<file path="src/rtl/minx_pkg.sv">
// Shared definitions for the minx peripheral blocks.
// Register map, bit positions and the EEPROM master FSM states.
package minx_pkg;

    localparam logic [1:0] REG_CTRL   = 2'd0;
    localparam logic [1:0] REG_STATUS = 2'd1;
    localparam logic [1:0] REG_DATA   = 2'd2;
    localparam logic [1:0] REG_CLKDIV = 2'd3;

    localparam int CTRL_START    = 0;
    localparam int CTRL_WRITE    = 1;
    localparam int CTRL_READ     = 2;
    localparam int CTRL_STOP     = 3;
    localparam int CTRL_ACK_SEND = 4;

    localparam int STAT_BUSY   = 0;
    localparam int STAT_RX_ACK = 1;

    typedef enum logic [2:0] {
        ST_IDLE,
        ST_START,
        ST_BIT,
        ST_ACK,
        ST_STOP,
        ST_DONE
    } eeprom_master_state_t;

endpackage

</file>
<file path="src/rtl/i2c_quarter_tick.sv">
// Quarter-bit tick generator for the I2C master.
// Reloads while held so the first tick lands div+1 cycles after release.
module i2c_quarter_tick (
    input  logic       clk,
    input  logic       reset,
    input  logic       hold,
    input  logic [7:0] div,
    output logic       tick
);

    logic [7:0] count;

    always_ff @(posedge clk or negedge reset) begin
        if (!reset) begin
            count <= '0;
        end else if (hold || count == 8'd0) begin
            count <= div;
        end else begin
            count <= count - 8'd1;
        end
    end

    assign tick = !hold && (count == 8'd0);

endmodule

</file>
<file path="src/rtl/eeprom_master.sv">
// Autonomous I2C initiator for the save EEPROM.
// Runs START / byte / ACK / STOP sequences from a 4-byte register window.
module eeprom_master
    import minx_pkg::*;
#(
    parameter logic [23:0] BASE_ADDR = 24'h20F0,
    parameter logic [7:0]  DIV_RESET = 8'h0F
) (
    input  logic        clk,
    input  logic        reset,
    input  logic        bus_write,
    input  logic        bus_read,
    input  logic [23:0] bus_address_in,
    input  logic [7:0]  bus_data_in,
    output logic [7:0]  bus_data_out,
    input  logic        sda_in,
    output logic        scl_out,
    output logic        sda_out,
    output logic        irq
);

    eeprom_master_state_t state, state_d;

    logic [1:0] q;
    logic [2:0] bit_cnt;
    logic [7:0] sh;
    logic       rx_bit;
    logic [7:0] data_q;
    logic [7:0] clkdiv_q;
    logic       rx_ack;
    logic       cmd_write;
    logic       cmd_read;
    logic       cmd_stop;
    logic       ack_send;
    logic       scl_hold;
    logic       sda_hold;
    logic       scl_c;
    logic       sda_c;
    logic       tick;
    logic       busy;
    logic       in_win;
    logic [1:0] off;
    logic       wr_ok;
    logic       has_op;
    logic       last_q;

    assign in_win = bus_address_in[23:2] == BASE_ADDR[23:2];
    assign off    = bus_address_in[1:0];
    assign busy   = state != ST_IDLE;
    assign wr_ok  = bus_write && in_win && !busy;
    assign has_op = |bus_data_in[CTRL_STOP:CTRL_START];
    assign last_q = tick && (q == 2'd3);

    i2c_quarter_tick u_tick (
        .clk   (clk),
        .reset (reset),
        .hold  (state == ST_IDLE),
        .div   (clkdiv_q),
        .tick  (tick)
    );

    always_comb begin
        state_d = state;
        scl_c   = scl_hold;
        sda_c   = sda_hold;
        irq     = 1'b0;
        unique case (state)
            ST_IDLE: begin
                if (wr_ok && off == REG_CTRL && has_op) begin
                    if (bus_data_in[CTRL_START])
                        state_d = ST_START;
                    else if (bus_data_in[CTRL_WRITE] || bus_data_in[CTRL_READ])
                        state_d = ST_BIT;
                    else
                        state_d = ST_STOP;
                end
            end
            ST_START: begin
                scl_c = q < 2'd2;
                sda_c = q == 2'd0;
                if (last_q) begin
                    if (cmd_write || cmd_read)
                        state_d = ST_BIT;
                    else if (cmd_stop)
                        state_d = ST_STOP;
                    else
                        state_d = ST_DONE;
                end
            end
            ST_BIT: begin
                scl_c = (q == 2'd1) || (q == 2'd2);
                sda_c = cmd_write ? sh[7] : 1'b1;
                if (last_q && bit_cnt == 3'd7)
                    state_d = ST_ACK;
            end
            ST_ACK: begin
                scl_c = (q == 2'd1) || (q == 2'd2);
                sda_c = cmd_write ? 1'b1 : ack_send;
                if (last_q)
                    state_d = cmd_stop ? ST_STOP : ST_DONE;
            end
            ST_STOP: begin
                scl_c = q != 2'd0;
                sda_c = q >= 2'd2;
                if (last_q)
                    state_d = ST_DONE;
            end
            ST_DONE: begin
                irq     = 1'b1;
                state_d = ST_IDLE;
            end
            default: state_d = ST_IDLE;
        endcase
    end

    // Lines come straight from state so reset releases them asynchronously.
    assign scl_out = scl_c;
    assign sda_out = sda_c;

    always_ff @(posedge clk or negedge reset) begin
        if (!reset) begin
            state     <= ST_IDLE;
            q         <= '0;
            bit_cnt   <= '0;
            sh        <= '0;
            rx_bit    <= 1'b0;
            data_q    <= '0;
            clkdiv_q  <= DIV_RESET;
            rx_ack    <= 1'b0;
            cmd_write <= 1'b0;
            cmd_read  <= 1'b0;
            cmd_stop  <= 1'b0;
            ack_send  <= 1'b0;
            scl_hold  <= 1'b1;
            sda_hold  <= 1'b1;
        end else begin
            state    <= state_d;
            scl_hold <= scl_c;
            sda_hold <= sda_c;
            if (state == ST_IDLE)
                q <= '0;
            else if (tick)
                q <= q + 2'd1;
            if (wr_ok) begin
                unique case (off)
                    REG_CTRL: begin
                        if (has_op) begin
                            cmd_write <= bus_data_in[CTRL_WRITE];
                            cmd_read  <= bus_data_in[CTRL_READ] &&
                                         !bus_data_in[CTRL_WRITE];
                            cmd_stop  <= bus_data_in[CTRL_STOP];
                            ack_send  <= bus_data_in[CTRL_ACK_SEND];
                            sh        <= data_q;
                            bit_cnt   <= '0;
                        end
                    end
                    REG_DATA:   data_q   <= bus_data_in;
                    REG_CLKDIV: clkdiv_q <= bus_data_in;
                    default: ;
                endcase
            end
            if (tick && state == ST_BIT) begin
                if (q == 2'd1)
                    rx_bit <= sda_in;
                if (q == 2'd3) begin
                    sh      <= {sh[6:0], rx_bit};
                    bit_cnt <= bit_cnt + 3'd1;
                end
            end
            if (tick && state == ST_ACK) begin
                if (q == 2'd1 && cmd_write)
                    rx_ack <= sda_in;
                if (q == 2'd3 && cmd_read)
                    data_q <= sh;
            end
        end
    end

    always_comb begin
        bus_data_out = '0;
        if (bus_read && in_win) begin
            unique case (off)
                REG_STATUS: begin
                    bus_data_out[STAT_BUSY]   = busy;
                    bus_data_out[STAT_RX_ACK] = rx_ack;
                end
                REG_DATA:   bus_data_out = data_q;
                REG_CLKDIV: bus_data_out = clkdiv_q;
                default:    bus_data_out = '0;
            endcase
        end
    end

endmodule

</file>
<file path="config.mk">
export PLATFORM = sky130hd
export DESIGN_NAME = eeprom_master
export DESIGN_NICKNAME = d
export VERILOG_FILES = /design/src/rtl/minx_pkg.sv /design/src/rtl/i2c_quarter_tick.sv /design/src/rtl/eeprom_master.sv
export SDC_FILE = /design/constraint.sdc
export NUM_CORES = 1
export LEC_CHECK = 0
export ABC_AREA = 1
export BUFFER_PORTS_ARGS = -buffer_cell sky130_fd_sc_hd__buf_2
export CORE_ASPECT_RATIO = 0.7
export CORE_MARGIN = 5
export CORE_UTILIZATION = 26
export CTS_CLUSTER_DIAMETER = 80
export CTS_CLUSTER_SIZE = 16
export DETAILED_ROUTE_END_ITERATION = 10
export PLACE_DENSITY = 0.5
export SETUP_SLACK_MARGIN = 0.15
export SLEW_MARGIN = 20
export SYNTH_ARGS = -nofsm -noshare
export SYNTH_HDL_FRONTEND = slang
export SYNTH_SLANG_ARGS = --single-unit
</file>
<file path="constraint.sdc">
create_clock -name clk -period 4.8 [get_ports clk]
set_input_delay 0.72 -clock clk [delete_from_list [all_inputs] [get_ports clk]]
set_output_delay 0.72 -clock clk [all_outputs]
set_load 0.02 [all_outputs]
</file>
==> impl_metrics.csv, run 1 <==
group,metric,value,unit
yosys,synth_top_cells_by_area,"dfrtp_1 36%, nand2_1 16%, inv_1 6.8%",
global_route,grt_pass1_wl,13600,um
cts,root_buffer,"clkbuf_16",
placement,io_buffers,47,
die,core,0.0110,sq mm
yosys,ys.flop_type,"dfrtp_1",
setup_path,r2r_start,"state[1]",
global_route,grt_antenna_before_repair,0,
finish,multi_input_comb_area,0.00145,sq mm
sta,finalClockSkew,0.00419,ns
setup_path,crit_path_start_kind,"primary input",
die,die_area,0.0135,sq mm
yosys,netlist_area,0.00294,sq mm
sta,finalSetupTns,0,ns
cts,cts_setup_buffers,0,
drt,vias,2626,
yosys,ys_async_sr_fraction,100,%
pwr,vdd.ir_drop.worst,0.124,mV
global_route,grt_max_degree,49,
drt,via_per_inst,4.35,
finish,seq_area,0.00121,sq mm
finish,finalNetCount,495,
sta,hold_viol_final,0,
die,io_pins,48,
yosys,avgSynthCellArea,7.30,sq um
global_route,overflow,0,
yosys,synthesis.nets,447,
cts,cts.sinks,48,
cts,htreeDepth,2,
yosys,yosysTopAreaCell,"dfrtp_1",
yosys,yosys_warnings,0,
worst_hold_path,whs_path_depth,2,
yosys,synthCells,402,
cts,cts_tree,"built",
pwr,power_density,281,mW/mm^2
drt,drt_iter0_drc,209,
drt,wl,7780,um
setup_path,endpoint_kind,"output pin",
sta,period_share,60.2,%
cts,clk-insertion-delay-late,0.29,ns
sta,relSlewSlack,57.2,%
sta,worstMarginPinSlew,0.642,ns
worst_hold_path,hp-start,"rx_bit",
die,fp-row-count,32,
status,outcome,"finished, final reports clean",
cts,clockBufferDepth,2,
die,dieWidth,137,um
setup_path,worstPathMaxFanout,20,
die,start_util,26.7,%
sta,max_freq,0.346,GHz
drt,antenna_left,0,
yosys,synth_cell_type_count,35,
sta,rsz0062_at_grt,"false",
finish,drive_gt1_share,18.2,%
yosys,synth-edff-count,0,
finish,syn_to_final_growth,18.9,%
cts,cts_resized,0,
placement,hpwl,5830,um
drt,wire_per_inst,12.9,um
finish,n_fill_cell,1208,
yosys,synthDominantCellAreaShare,35.8,%
run,maxCapViolations,0,
global_route,grt_pass1_vias,2741,
cts,cts_hold_buffers,0,
setup_path,r2r_cells,8,
cts,numCtsBuffers,5,
setup_path,cp.arrival,2.17,ns
sta,period_needed,2.89,ns
placement,place.gp.congestion,0.833,
die,fp.dieH,98.9,um
global_route,track_usage,12.4,%
sta,maxSlewViolCount,0,
finish,num_antenna_cells,0,
sta,finalSetupViolCount,0,
setup_path,worst_ep_required_time,4.08,ns
worst_hold_path,hold_path_class,"reg -> reg",
sta,hold_slack,0.482,ns
drt,drc,0,
yosys,yosysSeqAreaShare,41.2,%
setup_path,critPathKind,"in -> out",
setup_path,crit_start,"bus_address_in[11]",
drt,drt_pre_antenna_iters,5,
yosys,synth.ff_latch_count,48,
pwr,p_leak,1.71,nW
cts,clk_pin_slew,0.06,ns
==> per-stage QoR <==
step,total power [mW],worst slack (ns),util [%],cell area (sq um),cells
floorplan,0.534,2.29,-,2940,402
global route,1.03,1.74,31.7,3490,604
detailed placement,0.587,1.87,30.2,3320,596
CTS,0.994,1.86,31.7,3490,604
global placement,0.587,1.91,30.2,3320,596
finish,0.979,1.91,31.7,3490,604
==> cell type report <==
cell class,count,share of cell area (%)
Inverter,56,6.06
Timing Repair Buffer,50,7.39
Clock inverter,3,1.22
Tap cell,153,5.49
Sequential cell,48,34.6
Multi-Input combinational cell,289,41.6
Clock buffer,5,3.59
==> power breakdown <==
part	switching [mW]	total, mW	internal, mW
Sequential	0.00732	0.419	0.411
Clock	0.155	0.400	0.245
Combinational	0.113	0.160	0.0473
Total	0.275	0.979	0.703
==> state kept, by name, indices dropped and copies added (netlist names), 2 cells and up <==
name          cells
state             3
bit_cnt           3
data_q            8
sh                8
clkdiv_q          8
q                 2
u_tick.count      8
==> layer usage <==
metal	part of all wire (%)	GRT usage, %	vias to the layer above
met3	4.0	2.40	4
met2	44	19.4	50
met4	0.90	2.99	0
met5	0	0	-
met1	51	17.7	1182
li1	-	-	1390
==> placed cells by master (no fill, tap or decap), types with 2 or more instances in the layout <==
cell type    n
a21oi_1      9
a31oi_1      3
buf_2       47
buf_4        3
clkbuf_16    5
clkinv_2     2
dfrtp_1     42
dfstp_2      6
ha_1         8
inv_1       53
nand2_1    127
nand3_1     30
nand3_2      4
nand4_1     21
nor2_1      35
nor2_2       4
nor2_4       4
nor3_1       3
o21ai_0     21
o21ai_1      5
xnor2_1      3
xor2_1       2
==> cells by family after synthesis <==
| logic type | Yosys count | synth area share, % |
|---|---|---|
| fa+ha+maj | 8 | 3.41 |
| xor+xnor | 5 | 1.49 |
| compound gates | 43 | 8.23 |
| buf+inv | 65 | 9.33 |
| simple gates | 233 | 36.4 |
| flops | 48 | 41.2 |
==> Yosys cell counts, types with 3 or more instances <==
cell and count:
nor2_2 4, nand2_1 127, nand3_1 30, dfstp_2 6, nor2_4 4, o21ai_0 21
inv_1 53, nand3_2 4, xnor2_1 3, nor3_1 3, dfrtp_1 42, buf_4 3
a31oi_1 3, nand4_1 21, o21ai_1 5, a21oi_1 9, nor2_1 35, ha_1 8
==> worst max-delay path, stage by stage <==
cell,delay (ns)
buf_2,0.11
nor2_1,0.10
nand2_1,0.06
nor2_1,0.12
nand2_1,0.07
nor2_2,0.07
buf_4,0.24
nand2_1,0.24
a21oi_1,0.23
buf_2,0.20
==> worst paths after layout <==
path                       slack [ns]               to
hold reg to reg                  0.48           rx_bit
max in group asynchronous        3.83      clkdiv_q[7]
setup / recovery                 1.91  bus_data_out[2]
hold / removal                   0.48           rx_bit
setup reg to reg                 2.72            sh[1]
min in group asynchronous        0.55         state[2]
No activity file was read; power rests on OpenSTA's default activity.
==> run 2: changes to the inputs <==
--- a/config.mk
+++ b/config.mk
@@ -13,7 +13,7 @@
 export CTS_CLUSTER_DIAMETER = 80
 export CTS_CLUSTER_SIZE = 16
 export DETAILED_ROUTE_END_ITERATION = 10
-export PLACE_DENSITY = 0.5
+export PLACE_DENSITY = 0.51
 export SETUP_SLACK_MARGIN = 0.15
 export SLEW_MARGIN = 20
 export SYNTH_ARGS = -nofsm -noshare
==> constraint.sdc (replaced) <==
create_clock -name clk -period 2.5 [get_ports clk]
set_input_delay 0.375 -clock clk [delete_from_list [all_inputs] [get_ports clk]]
set_output_delay 0.375 -clock clk [all_outputs]
set_load 0.02 [all_outputs]
==> run 2 against run 1 <==
Effect of this change:
- sequential share of layout area rose by 0.11 points
- register-to-register slack got worse by 2.2 ns
- clock skew rose by 0.0033 ns
- combinational power rose by 91%
- global-route usage fell by 0.61 points
- sequential power rose by 92%
- utilization fell by 0.10 points
- final cell count rose by 0.17%
- critical path depth fell by 2
- sequential cell count did not move
==> impl_metrics.csv, run 2 (synthesis gave the netlist of run 1 again) <==
group,metric,value,unit
status,outcome,"finished, final reports clean",
finish,syn_to_final_growth,18.5,%
setup_path,worst_ep_required_time,2.12,ns
setup_path,crit_path_start_kind,"flip-flop",
pwr,p_sw_share,29.1,%
global_route,overflow,0,
cts,numCtsBuffers,5,
sta,finalClockSkew,0.00747,ns
die,core,0.0110,sq mm
drt,wl,7560,um
finish,drive_gt1_share,18.4,%
die,start_util,26.7,%
die,io_pins,48,
pwr,p_sw,0.523,mW
drt,drt_pre_antenna_iters,4,
sta,finalSetupTns,0,ns
die,die_area,0.0135,sq mm
setup_path,critPathKind,"reg -> out",
drt,antenna_left,0,
cts,root_buffer,"clkbuf_16",
drt,via_per_inst,4.36,
pwr,p_leak,1.71,nW
global_route,grt_pass1_wl,12800,um
die,fp.dieH,98.9,um
drt,drc,0,
cts,cts_hold_buffers,0,
cts,cts_resized,0,
sta,relSlewSlack,58.8,%
cts,clockBufferDepth,2,
pwr,clkPwrFrac,38.3,%
cts,cts_setup_buffers,0,
setup_path,endpoint_kind,"output pin",
sta,period_needed,2.11,ns
drt,drt_iter0_drc,162,
die,dieWidth,137,um
drt,vias,2636,
cts,cts.sinks,48,
sta,finalSetupViolCount,0,
placement,place.gp.congestion,0.855,
run,maxCapViolations,0,
pwr,sequentialPowerShare,44.7,%
global_route,grt_pass1_vias,2637,
cts,clk_pin_slew,0.07,ns
pwr,power_density,517,mW/mm^2
sta,maxSlewViolCount,0,
sta,rsz0062_at_grt,"false",
drt,wire_per_inst,12.5,um
die,fp-row-count,32,
cts,clk-insertion-delay-late,0.29,ns
sta,period_share,84.2,%
sta,max_freq,0.475,GHz
finish,seq_area,0.00121,sq mm
finish,n_fill_cell,1214,
pwr,vdd.ir_drop.worst,0.244,mV
finish,finalNetCount,496,
finish,layout_common_cells,"127 x nand2_1, 53 x inv_1, 47 x buf_2",
pwr,p_comb_share,17.0,%
global_route,grt_max_degree,49,
sta,hold_viol_final,0,
sta,fin_ws,0.394,ns
finish,utilization,31.6,%
placement,dp_worst_setup_slack,0.487,ns
sta,worstMarginPinSlew,0.618,ns
finish,num_antenna_cells,0,
global_route,track_usage,11.8,%
finish,layout.cells.most_common,"nand2_1",
setup_path,cp.arrival,1.73,ns
setup_path,worstPathMaxFanout,5,
worst_hold_path,hold_path_class,"in -> async",
sta,hold_slack,0.176,ns
global_route,grt_antenna_before_repair,0,
placement,io_buffers,47,
pwr,p_int,1.28,mW
cts,cts_tree,"built",
placement,hpwl,5850,um
cts,htreeDepth,2,
finish,multi_input_comb_area,0.00145,sq mm
-- run 2: cell types whose count changed in the layout (fill, tap and decap cells not counted) --
cell | previous run | this run
clkbuf_8 | 0 | 1
buf_4 | 3 | 4
clkinvlp_4 | 1 | 0
clkinv_2 | 2 | 3
bufinv_16 | 1 | 0
-- run 2: metrics by stage --
| stage | area (sq um) | cells | total power, mW |
|---|---|---|---|
| 3_5_place_dp | 3330 | 597 | 1.13 |
| 2_1_floorplan | 2940 | 402 | 1.02 |
| 5_1_grt | 3480 | 605 | 1.90 |
| 3_3_place_gp | 3330 | 597 | 1.12 |
| 4_1_cts | 3480 | 605 | 1.82 |
| 6_report | 3480 | 605 | 1.80 |
-- run 2: power groups by stage --
stage	clock network [mW]	registers [mW]	logic, mW
2_1_floorplan	0	0.816	0.209
3_3_place_gp	0	0.818	0.306
3_5_place_dp	0	0.818	0.308
4_1_cts	0.708	0.803	0.309
5_1_grt	0.749	0.804	0.345
6_report	0.689	0.804	0.306
-- run 2: path summary, 6_finish.rpt --
kind | from | endpoint | slack (ns) | depth (start not counted)
min in group clk | bus_data_in[2] | cmd_read | 0.33 | 3
max in group asynchronous | reset | data_q[7] | 1.90 | 2
hold reg to reg | rx_bit | rx_bit | 0.48 | 2
setup / recovery | state[1] | scl_out | 0.39 | 8
setup reg to reg | state[0] | clkdiv_q[7] | 0.57 | 5
hold / removal | reset | state[0] | 0.18 | 2
-- run 2: cell type report --
type	count	share of cell area [%]
multi-input cells	289	41.8
clock inverters	2	0.288
repair buffers	51	7.63
flip-flops and latches	48	34.7
well taps	153	5.50
clock buffers	6	3.99
inverters	56	6.08
-- run 2: per-layer routing --
metal | vias to the layer above | routed length [um] | track usage, %
met3 | 9 | 376 | 2.86
met5 | - | 0 | 0
met2 | 74 | 3160 | 16.5
met4 | 0 | 118 | 3.60
li1 | 1387 | - | -
met1 | 1166 | 3900 | 17.8
-- run 2: worst max-delay path, stage by stage, from the launching register on --
cell     delay (ns)
dfrtp_1        0.44
inv_1          0.09
nor2_2         0.13
nand2_1        0.16
nand4_1        0.16
inv_1          0.07
a21oi_1        0.11
o21ai_0        0.11
buf_2          0.18
